### src/rtl/alu_exec_stage.sv
// rtl/alu_exec_stage.sv - sequencing stage that feeds a combinational 8-bit ALU and holds the Z/C/V/N flags
module alu_exec_stage #(
    parameter int DEST_W = 3
) (
    input  logic              clk,
    input  logic              rst_n,
    input  logic              in_valid,
    output logic              in_ready,
    input  logic [3:0]        in_op,
    input  logic [7:0]        in_a,
    input  logic [7:0]        in_b,
    input  logic              in_use_carry,
    input  logic              in_flag_we,
    input  logic [DEST_W-1:0] in_dest,
    output logic [7:0]        alu_a,
    output logic [7:0]        alu_b,
    output logic [3:0]        alu_opcode,
    output logic              alu_cin,
    input  logic [7:0]        alu_result,
    input  logic              alu_zero,
    input  logic              alu_carry,
    input  logic              alu_overflow,
    input  logic              alu_negative,
    output logic              out_valid,
    input  logic              out_ready,
    output logic [7:0]        out_result,
    output logic [DEST_W-1:0] out_dest,
    output logic [3:0]        flags,
    input  logic              clear_flags,
    output logic              busy
);

    typedef enum logic [1:0] {S_IDLE, S_EXEC, S_DONE} state_t;

    state_t              state_q, state_d;
    logic                in_ready_q, in_ready_d;
    logic                busy_q, busy_d;
    logic [7:0]          alu_a_q, alu_a_d;
    logic [7:0]          alu_b_q, alu_b_d;
    logic [3:0]          alu_opcode_q, alu_opcode_d;
    logic                alu_cin_q, alu_cin_d;
    logic                flag_we_q, flag_we_d;
    logic [DEST_W-1:0]   dest_q, dest_d;
    logic                out_valid_q, out_valid_d;
    logic [7:0]          out_result_q, out_result_d;
    logic [DEST_W-1:0]   out_dest_q, out_dest_d;
    logic [3:0]          flags_q, flags_d;

    always_comb begin
        state_d      = state_q;
        in_ready_d   = in_ready_q;
        busy_d       = busy_q;
        alu_a_d      = alu_a_q;
        alu_b_d      = alu_b_q;
        alu_opcode_d = alu_opcode_q;
        alu_cin_d    = alu_cin_q;
        flag_we_d    = flag_we_q;
        dest_d       = dest_q;
        out_valid_d  = out_valid_q;
        out_result_d = out_result_q;
        out_dest_d   = out_dest_q;
        flags_d      = flags_q;

        // Invalid opcodes (>= 4'd10) still complete but never touch the flags.
        if (state_q == S_EXEC && flag_we_q && alu_opcode_q <= 4'd9) begin
            flags_d = {alu_zero, alu_carry, alu_overflow, alu_negative};
        end
        if (clear_flags) begin
            flags_d = 4'b0000;
        end

        case (state_q)
            S_IDLE: begin
                in_ready_d = 1'b1;
                if (in_valid && in_ready_q) begin
                    alu_a_d      = in_a;
                    alu_b_d      = in_b;
                    alu_opcode_d = in_op;
                    // flags_d here is the value EXEC will start with (a same-edge clear wins).
                    alu_cin_d    = in_use_carry & flags_d[2];
                    flag_we_d    = in_flag_we;
                    dest_d       = in_dest;
                    in_ready_d   = 1'b0;
                    busy_d       = 1'b1;
                    state_d      = S_EXEC;
                end
            end
            S_EXEC: begin
                out_result_d = alu_result;
                out_dest_d   = dest_q;
                out_valid_d  = 1'b1;
                state_d      = S_DONE;
            end
            S_DONE: begin
                if (out_ready) begin
                    out_valid_d = 1'b0;
                    busy_d      = 1'b0;
                    in_ready_d  = 1'b1;
                    state_d     = S_IDLE;
                end
            end
            default: begin
                state_d = S_IDLE;
            end
        endcase
    end

    always_ff @(posedge clk or negedge rst_n) begin
        if (!rst_n) begin
            state_q      <= S_IDLE;
            in_ready_q   <= 1'b0;
            busy_q       <= 1'b0;
            alu_a_q      <= '0;
            alu_b_q      <= '0;
            alu_opcode_q <= '0;
            alu_cin_q    <= 1'b0;
            flag_we_q    <= 1'b0;
            dest_q       <= '0;
            out_valid_q  <= 1'b0;
            out_result_q <= '0;
            out_dest_q   <= '0;
            flags_q      <= '0;
        end else begin
            state_q      <= state_d;
            in_ready_q   <= in_ready_d;
            busy_q       <= busy_d;
            alu_a_q      <= alu_a_d;
            alu_b_q      <= alu_b_d;
            alu_opcode_q <= alu_opcode_d;
            alu_cin_q    <= alu_cin_d;
            flag_we_q    <= flag_we_d;
            dest_q       <= dest_d;
            out_valid_q  <= out_valid_d;
            out_result_q <= out_result_d;
            out_dest_q   <= out_dest_d;
            flags_q      <= flags_d;
        end
    end

    assign in_ready   = in_ready_q;
    assign busy       = busy_q;
    assign alu_a      = alu_a_q;
    assign alu_b      = alu_b_q;
    assign alu_opcode = alu_opcode_q;
    assign alu_cin    = alu_cin_q;
    assign out_valid  = out_valid_q;
    assign out_result = out_result_q;
    assign out_dest   = out_dest_q;
    assign flags      = flags_q;

endmodule
### config.mk
export PLATFORM = sky130hd
export DESIGN_NAME = alu_exec_stage
export DESIGN_NICKNAME = d
export VERILOG_FILES = /design/src/rtl/alu_exec_stage.sv
export SDC_FILE = /design/constraint.sdc
export NUM_CORES = 1
export LEC_CHECK = 0
export BUFFER_PORTS_ARGS = -buffer_cell sky130_fd_sc_hd__buf_2
export CAP_MARGIN = 20
export CORE_MARGIN = 3
export CORE_UTILIZATION = 49
export DETAILED_ROUTE_END_ITERATION = 12
export PLACE_DENSITY = 0.8
export SETUP_SLACK_MARGIN = 0.4
export SKIP_LAST_GASP = 1
export SYNTH_ARGS = -nofsm -noshare
export SYNTH_HDL_FRONTEND = slang
export SYNTH_SLANG_ARGS = --single-unit
### constraint.sdc
create_clock -name clk -period 4.13 [get_ports clk]
set_clock_uncertainty 0.15 [all_clocks]
set_input_delay 0 -clock clk [delete_from_list [all_inputs] [get_ports clk]]
set_output_delay 0 -clock clk [all_outputs]
set_load 0.02 [all_outputs]
==> out/metrics.cfg, run 1 <==
[synthesis]
ys_ff_latch = 45
yosysTopAreaCell = dfrtp_1
yosysWarnings = 0
synthFlopType = dfrtp_1
synth_cell_types = 18
synth.avg_cell_area_sq_um = 14.9
synth.most_common_cell = dfrtp_1
synth_area_leaders = dfrtp_1 64%, mux2_2 23%, a21oi_1 2.0%
async_flop_share_pct = 100
yosys.area.top_type_share_pct = 64.4
synth_edf_count = 0
synth_commonest_cells = 45 x dfrtp_1, 35 x mux2_2, 7 x a21oi_1, 6 x o21ai_0, 5 x nand3_1
netlist_area_sq_um = 1750
yosysSeqAreaShare_pct = 64.4
synth.net_count = 159
synth_cells = 117

[placement]
gp_congestion = 0.696
dpl.hpwl_um = 2720
dp_cells = 239
place_area_sq_um = 2170
portBuffers = 80

[critical_path]
crit_path_end_kind = flip-flop
critPathRequiredTime_ns = 4.21
critPathMaxFanout = 18
slowest_delay_ns = 0.57
cp_cell_sequence = nor3_4, buf_16, mux2_2
cp_data_arrival_time_ns = 1.98
crit_type = reg2reg
slowest_stage = nor3_4
crit_family = simple AND/OR/NAND/NOR gates
worst-path-buf-inv = 1
critPathLaunchType = flip-flop

[power]
p_switching_uw = 710
seq_power_share_pct = 42.3
ir_drop_uv = 395
power.share.clock_pct = 10.7
p_int_uw = 1100
switching_share_pct = 39.3
comb_power_share_pct = 47.0
power_density_nw_per_um2 = 680
leakagePower_uw = 0.00128

[floorplan]
coreArea_sq_um = 3390
dieArea_sq_um = 4320
initial_core_util_pct = 51.6
ios = 81
die-width_um = 65.7
die_y_um = 65.7
rows = 21

[detailed_routing]
antenna_left = 0
vias_per_cell = 4.85
routed_wl_um = 4120
wl_per_cell_um = 14.3
drtPass1Iterations = 3
drc_errors = 0
dr.first_iter.drc_count = 21
vias = 1403

[cells_and_area]
antenna_cells = 0
multiInputGateArea_sq_um = 579
drive_gt1_share_pct = 51.0
final_cells = 289
fin_util_pct = 78.5
register_area_sq_um = 1130
syn2layout_area_growth_pct = 52.2
nets = 284
fill_cells = 204
final_area_sq_um = 2660

[sta]
setup_tns_ns = 0
fin_crit_sh_pct = 46.0
fin_crit_ns = 1.90
rsz0062_at_grt = false
fmax_ghz = 0.527
slew_viol_final = 0
worstMarginPinSlew_ns = 0.938
timing.final.hold_violations = 0
slew_headroom_pct = 37.5
finalSetupViolCount = 0

[status]
status = finished clean

[clock_tree]
clk_latency_ns = 0.34
clockBufferDepth = 2
cts-root-buf = clkbuf_4
cts_setup_buffers = 0
h-tree-depth = 2
hold_buffers = 41
numCtsBuffers = 5
cts_sinks = 45
cts_resized = 0
cts_tree = done
path_clk_slew_ns = 0.12

[global_route]
grt_overflow = 0
grt_max_degree = 46
grt_first_pass_wirelength_um = 6640
antenna_found_initial = 0
gr-usage-all-layers_pct = 20.2
grt_pass1_vias = 1501

[run]
maxCapViolCount = 0

[worst_hold_path]
hp-class = in2async

## power groups by stage
stage / logic, uW / clock network (uW) / registers [uW]
after floorplan: 338 / 0 / 972
after global placement: 773 / 0 / 753
after detailed placement: 804 / 0 / 773
after CTS: 834 / 200 / 763
after global routing: 913 / 222 / 794
final: 850 / 194 / 765
## through the flow
stage,worst slack [ns],hold WS (ns),power [uW]
after CTS,1.93,0.208,1800
after global routing,2.13,0.240,1930
after floorplan,2.43,-0.446,1310
after detailed placement,1.93,0.0535,1580
final,2.23,0.176,1810
after global placement,2.05,0.0271,1530
## final timing paths
check                           end  slack, ns  depth (start not counted)   startpoint
min in group clk           flags[2]       0.25                          3  clear_flags
min reg2reg                    busy       0.33                          1         busy
min                        alu_b[7]       0.18                          2        rst_n
max                        alu_a[6]       2.23                          3   state_q[1]
max in group asynchronous  alu_b[5]       3.08                          2        rst_n
max reg2reg                alu_a[6]       2.23                          3   state_q[1]
## sequential cells by signal (all words and copies together) (netlist names)
name and cells:
flag_we_q 1, out_dest 3, state_q 2, out_result 8, in_ready 1, flags 4, alu_cin 1, alu_opcode 4
alu_b 8, alu_a 8, out_valid 1, busy 1, dest_q 3
## cells by family after synthesis
group / after synthesis / share of synthesized area (%)
flops: 45 / 64.4
simple gates: 15 / 5.37
mux: 36 / 23.2
buf+inv: 6 / 2.43
compound gates: 15 / 4.58
## worst reg2reg max path, cell delays in order (launching register included)
cell and delay [ns]:
dfrtp_1 0.50, nor3_4 0.57, buf_16 0.23, mux2_2 0.35
## layer usage
layer  up-vias  global-route usage, %  routed length, um
met5         -                      0                  0
met4         0                   6.99                 78
met3         9                   4.44                263
met2        52                   39.2               2300
met1       680                   20.9               1480
li1        662                      -                  -
## cell type report
type	instances	share of cell area, %
Clock buffer	6	1.55
Clock inverter	2	0.376
Inverter	2	0.282
Multi-Input combinational cell	66	21.8
Sequential cell	45	42.3
Tap cell	46	2.16
Timing Repair Buffer	122	31.5
## cell usage in the layout (no fill, tap or decap), drive strengths merged
cell         instances
buf                 81
dfrtp               45
dlygate4sd3         41
mux2                36
a21oi                7
o21ai                6
clkbuf               6
nand3                5
nand2                3
and3b                2
inv                  2
nand2b               2
clkinv               2
o21a                 1
nand3b               1
nor3                 1
nor2                 1
a21o                 1
(Power assumes the default switching activity.)
==> inputs of run 2 (changes only) <==
--- a/config.mk
+++ b/config.mk
@@ -5,12 +5,13 @@
 export SDC_FILE = /design/constraint.sdc
 export NUM_CORES = 1
 export LEC_CHECK = 0
+export ABC_AREA = 1
 export BUFFER_PORTS_ARGS = -buffer_cell sky130_fd_sc_hd__buf_2
 export CAP_MARGIN = 20
 export CORE_MARGIN = 3
-export CORE_UTILIZATION = 49
+export CORE_UTILIZATION = 45
 export DETAILED_ROUTE_END_ITERATION = 12
-export PLACE_DENSITY = 0.8
+export PLACE_DENSITY = 0.75
 export SETUP_SLACK_MARGIN = 0.4
 export SKIP_LAST_GASP = 1
 export SYNTH_ARGS = -nofsm -noshare
==> constraint.sdc (replaced) <==
create_clock -name clk -period 1.8 [get_ports clk]
set_clock_uncertainty 0.15 [all_clocks]
set_input_delay 0 -clock clk [delete_from_list [all_inputs] [get_ports clk]]
set_output_delay 0 -clock clk [all_outputs]
set_load 0.02 [all_outputs]
==> out/metrics.cfg, run 2 <==
[detailed_routing]
vias_per_cell = 4.61
drtPass1Iterations = 4
dr.first_iter.drc_count = 105
vias = 1692
wl_per_cell_um = 13.0
drc_errors = 0
antenna_left = 0
routed_wl_um = 4770

[clock_tree]
cts_sinks = 45
clockBufferDepth = 2
clk_latency_ns = 0.29
path_clk_slew_ns = 0.07
h-tree-depth = 2
cts_tree = done
numCtsBuffers = 5
cts-root-buf = clkbuf_8

[floorplan]
die_y_um = 68.1
coreArea_sq_um = 3520
ios = 81
dieArea_sq_um = 4640
initial_core_util_pct = 49.3
rows = 21
die-width_um = 68.1

[critical_path]
r2r_cells = 5
endpoint = in_ready
rr_endpoint = in_ready
crit_type = reg2reg
critPathRequiredTime_ns = 1.83
cp_data_arrival_time_ns = 1.38
r2r_start = state_q[0]
crit_path_end_kind = flip-flop
critPathLaunchType = flip-flop
startpoint = state_q[0]
rrSetupSlack_ns = 0.45
critPathMaxFanout = 18

[sta]
setup_tns_ns = 0
fin_ws_ns = 0.451
finalSetupViolCount = 0
slew_headroom_pct = 69.1
timing.final.hold_violations = 0
fin_crit_ns = 1.35
fin_crit_sh_pct = 75.0
rsz0062_at_grt = true
fmax_ghz = 0.741
slew_viol_final = 0
worstMarginPinSlew_ns = 0.463

[placement]
place_ws_ns = 0.242
portBuffers = 80
dpl.hpwl_um = 2850
gp_congestion = 0.683

[synthesis]
synth.most_common_cell = nand2_1
ys_ff_latch = 45
synth_cells = 193
async_flop_share_pct = 100
synth_edf_count = 0
synth_commonest_cells = 105 x nand2_1, 45 x dfrtp_1, 11 x inv_1, 11 x o21ai_0, 5 x nand3_1
yosysSeqAreaShare_pct = 64.8
yosysWarnings = 0
yosys.area.top_type_share_pct = 64.8
yosysTopAreaCell = dfrtp_1
netlist_area_sq_um = 1740
synth_area_leaders = dfrtp_1 65%, nand2_1 23%, o21ai_0 3.2%
synth_cell_types = 16
synth.net_count = 235
synth.avg_cell_area_sq_um = 9.00
synthFlopType = dfrtp_1

[cells_and_area]
antenna_cells = 0
mostFrequentLayoutCells = 104 x nand2_1, 80 x buf_2, 45 x dfrtp_1, 41 x dlygate4sd3_1
final_common_cell = nand2_1
fin_util_pct = 77.9
drive_gt1_share_pct = 31.5
nets = 363
syn2layout_area_growth_pct = 57.9

[global_route]
grt_pass1_vias = 1628
gr-usage-all-layers_pct = 22.4
grt_overflow = 0
grt_max_degree = 30
antenna_found_initial = 0
grt_first_pass_wirelength_um = 7450

[status]
status = finished clean

[run]
maxCapViolCount = 0

[power]
leakagePower_uw = 0.00153
ir_drop_uv = 910
power_density_nw_per_um2 = 1540

[worst_hold_path]
hp-class = in2async

==> run 2: cell count changes in the layout (fill, tap and decap cells not counted), sizes merged, moves of 3 or more <==
cell   change
inv        +9
a21oi      -7
nor2       +3
nand2    +103
buf        +4
o21ai      +5
mux2      -36
==> run 2: per-layer routing <==
layer  vias up  part of all wire [%]  routed length [um]  track usage [%]
met2        72                    48                2290             37.9
met4         0                   2.7                 128             8.93
met5         -                     0                   0                0
met1       762                    40                1920             25.5
li1        844                     -                   -                -
met3        14                   8.8                 418             8.37
==> run 2: worst min-delay path by stage <==
stage          start           to  slack (ns)  depth (start not counted)
2_1_floorplan  rst_n     alu_a[0]       -0.45                          0
3_3_place_gp   rst_n  out_dest[2]       -0.18                          1
3_5_place_dp   rst_n  out_dest[1]       -0.17                          1
4_1_cts        rst_n  out_dest[2]        0.04                          2
5_1_grt        rst_n    dest_q[2]        0.06                          2
6_report       rst_n    dest_q[2]        0.04                          2
==> run 2: worst max-delay path, stage by stage (launching register included) <==
cell and delay [ns]:
dfrtp_1 0.43, nor2_2 0.18, nand3_4 0.15, buf_6 0.20, o21ai_0 0.08, nand2_1 0.06
==> run 2: logic make-up (layout without fill, tap and decap cells) <==
kind of cell | count (synthesis) | count (layout) | synth area share [%]
buffers and inverters | 19 | 147 | 5.19
AO/OA/AOI/OAI | 11 | 11 | 3.17
AND/OR/NAND/NOR | 118 | 118 | 26.8
flip-flops | 45 | 45 | 64.8
==> run 2: cell type report <==
class                   instances  area [sq um]
repair buffers                126           852
flip-flops and latches         45          1130
inverters                      13          65.1
well taps                      46          57.6
fillers                       240           778
multi-input cells             129           551
clock buffers                   7          86.3
repair inverters                1          5.00
==> run 2: repair_timing <==
| item | 4_1_cts | 5_1_grt |
|---|---|---|
| setup buffers | 0 | 1 |
| gates resized for setup | 4 | 11 |
| pin swaps | 0 | 1 |
| setup endpoints to repair | 28 | 37 |
| hold endpoints to repair | 86 | 0 |
| gates cloned | 0 | 1 |
| hold buffers | 41 | 0 |
==> run 2: power breakdown <==
group          internal (uW)  leakage, uW  switching, uW
combinational            663     0.000926           1250
sequential              1460     0.000561            250
clock                    304    0.0000443            298
==> run 2: metrics by stage <==
stage          power, uW  cells  area [sq um]  hold slack [ns]
6_report            4220    367          2740           0.0399
5_1_grt             4530    367          2740           0.0606
4_1_cts             4140    365          2690           0.0417
3_5_place_dp        3440    317          2180           -0.174
3_3_place_gp        3390    317          2180           -0.178
2_1_floorplan       2840    193          1740           -0.446
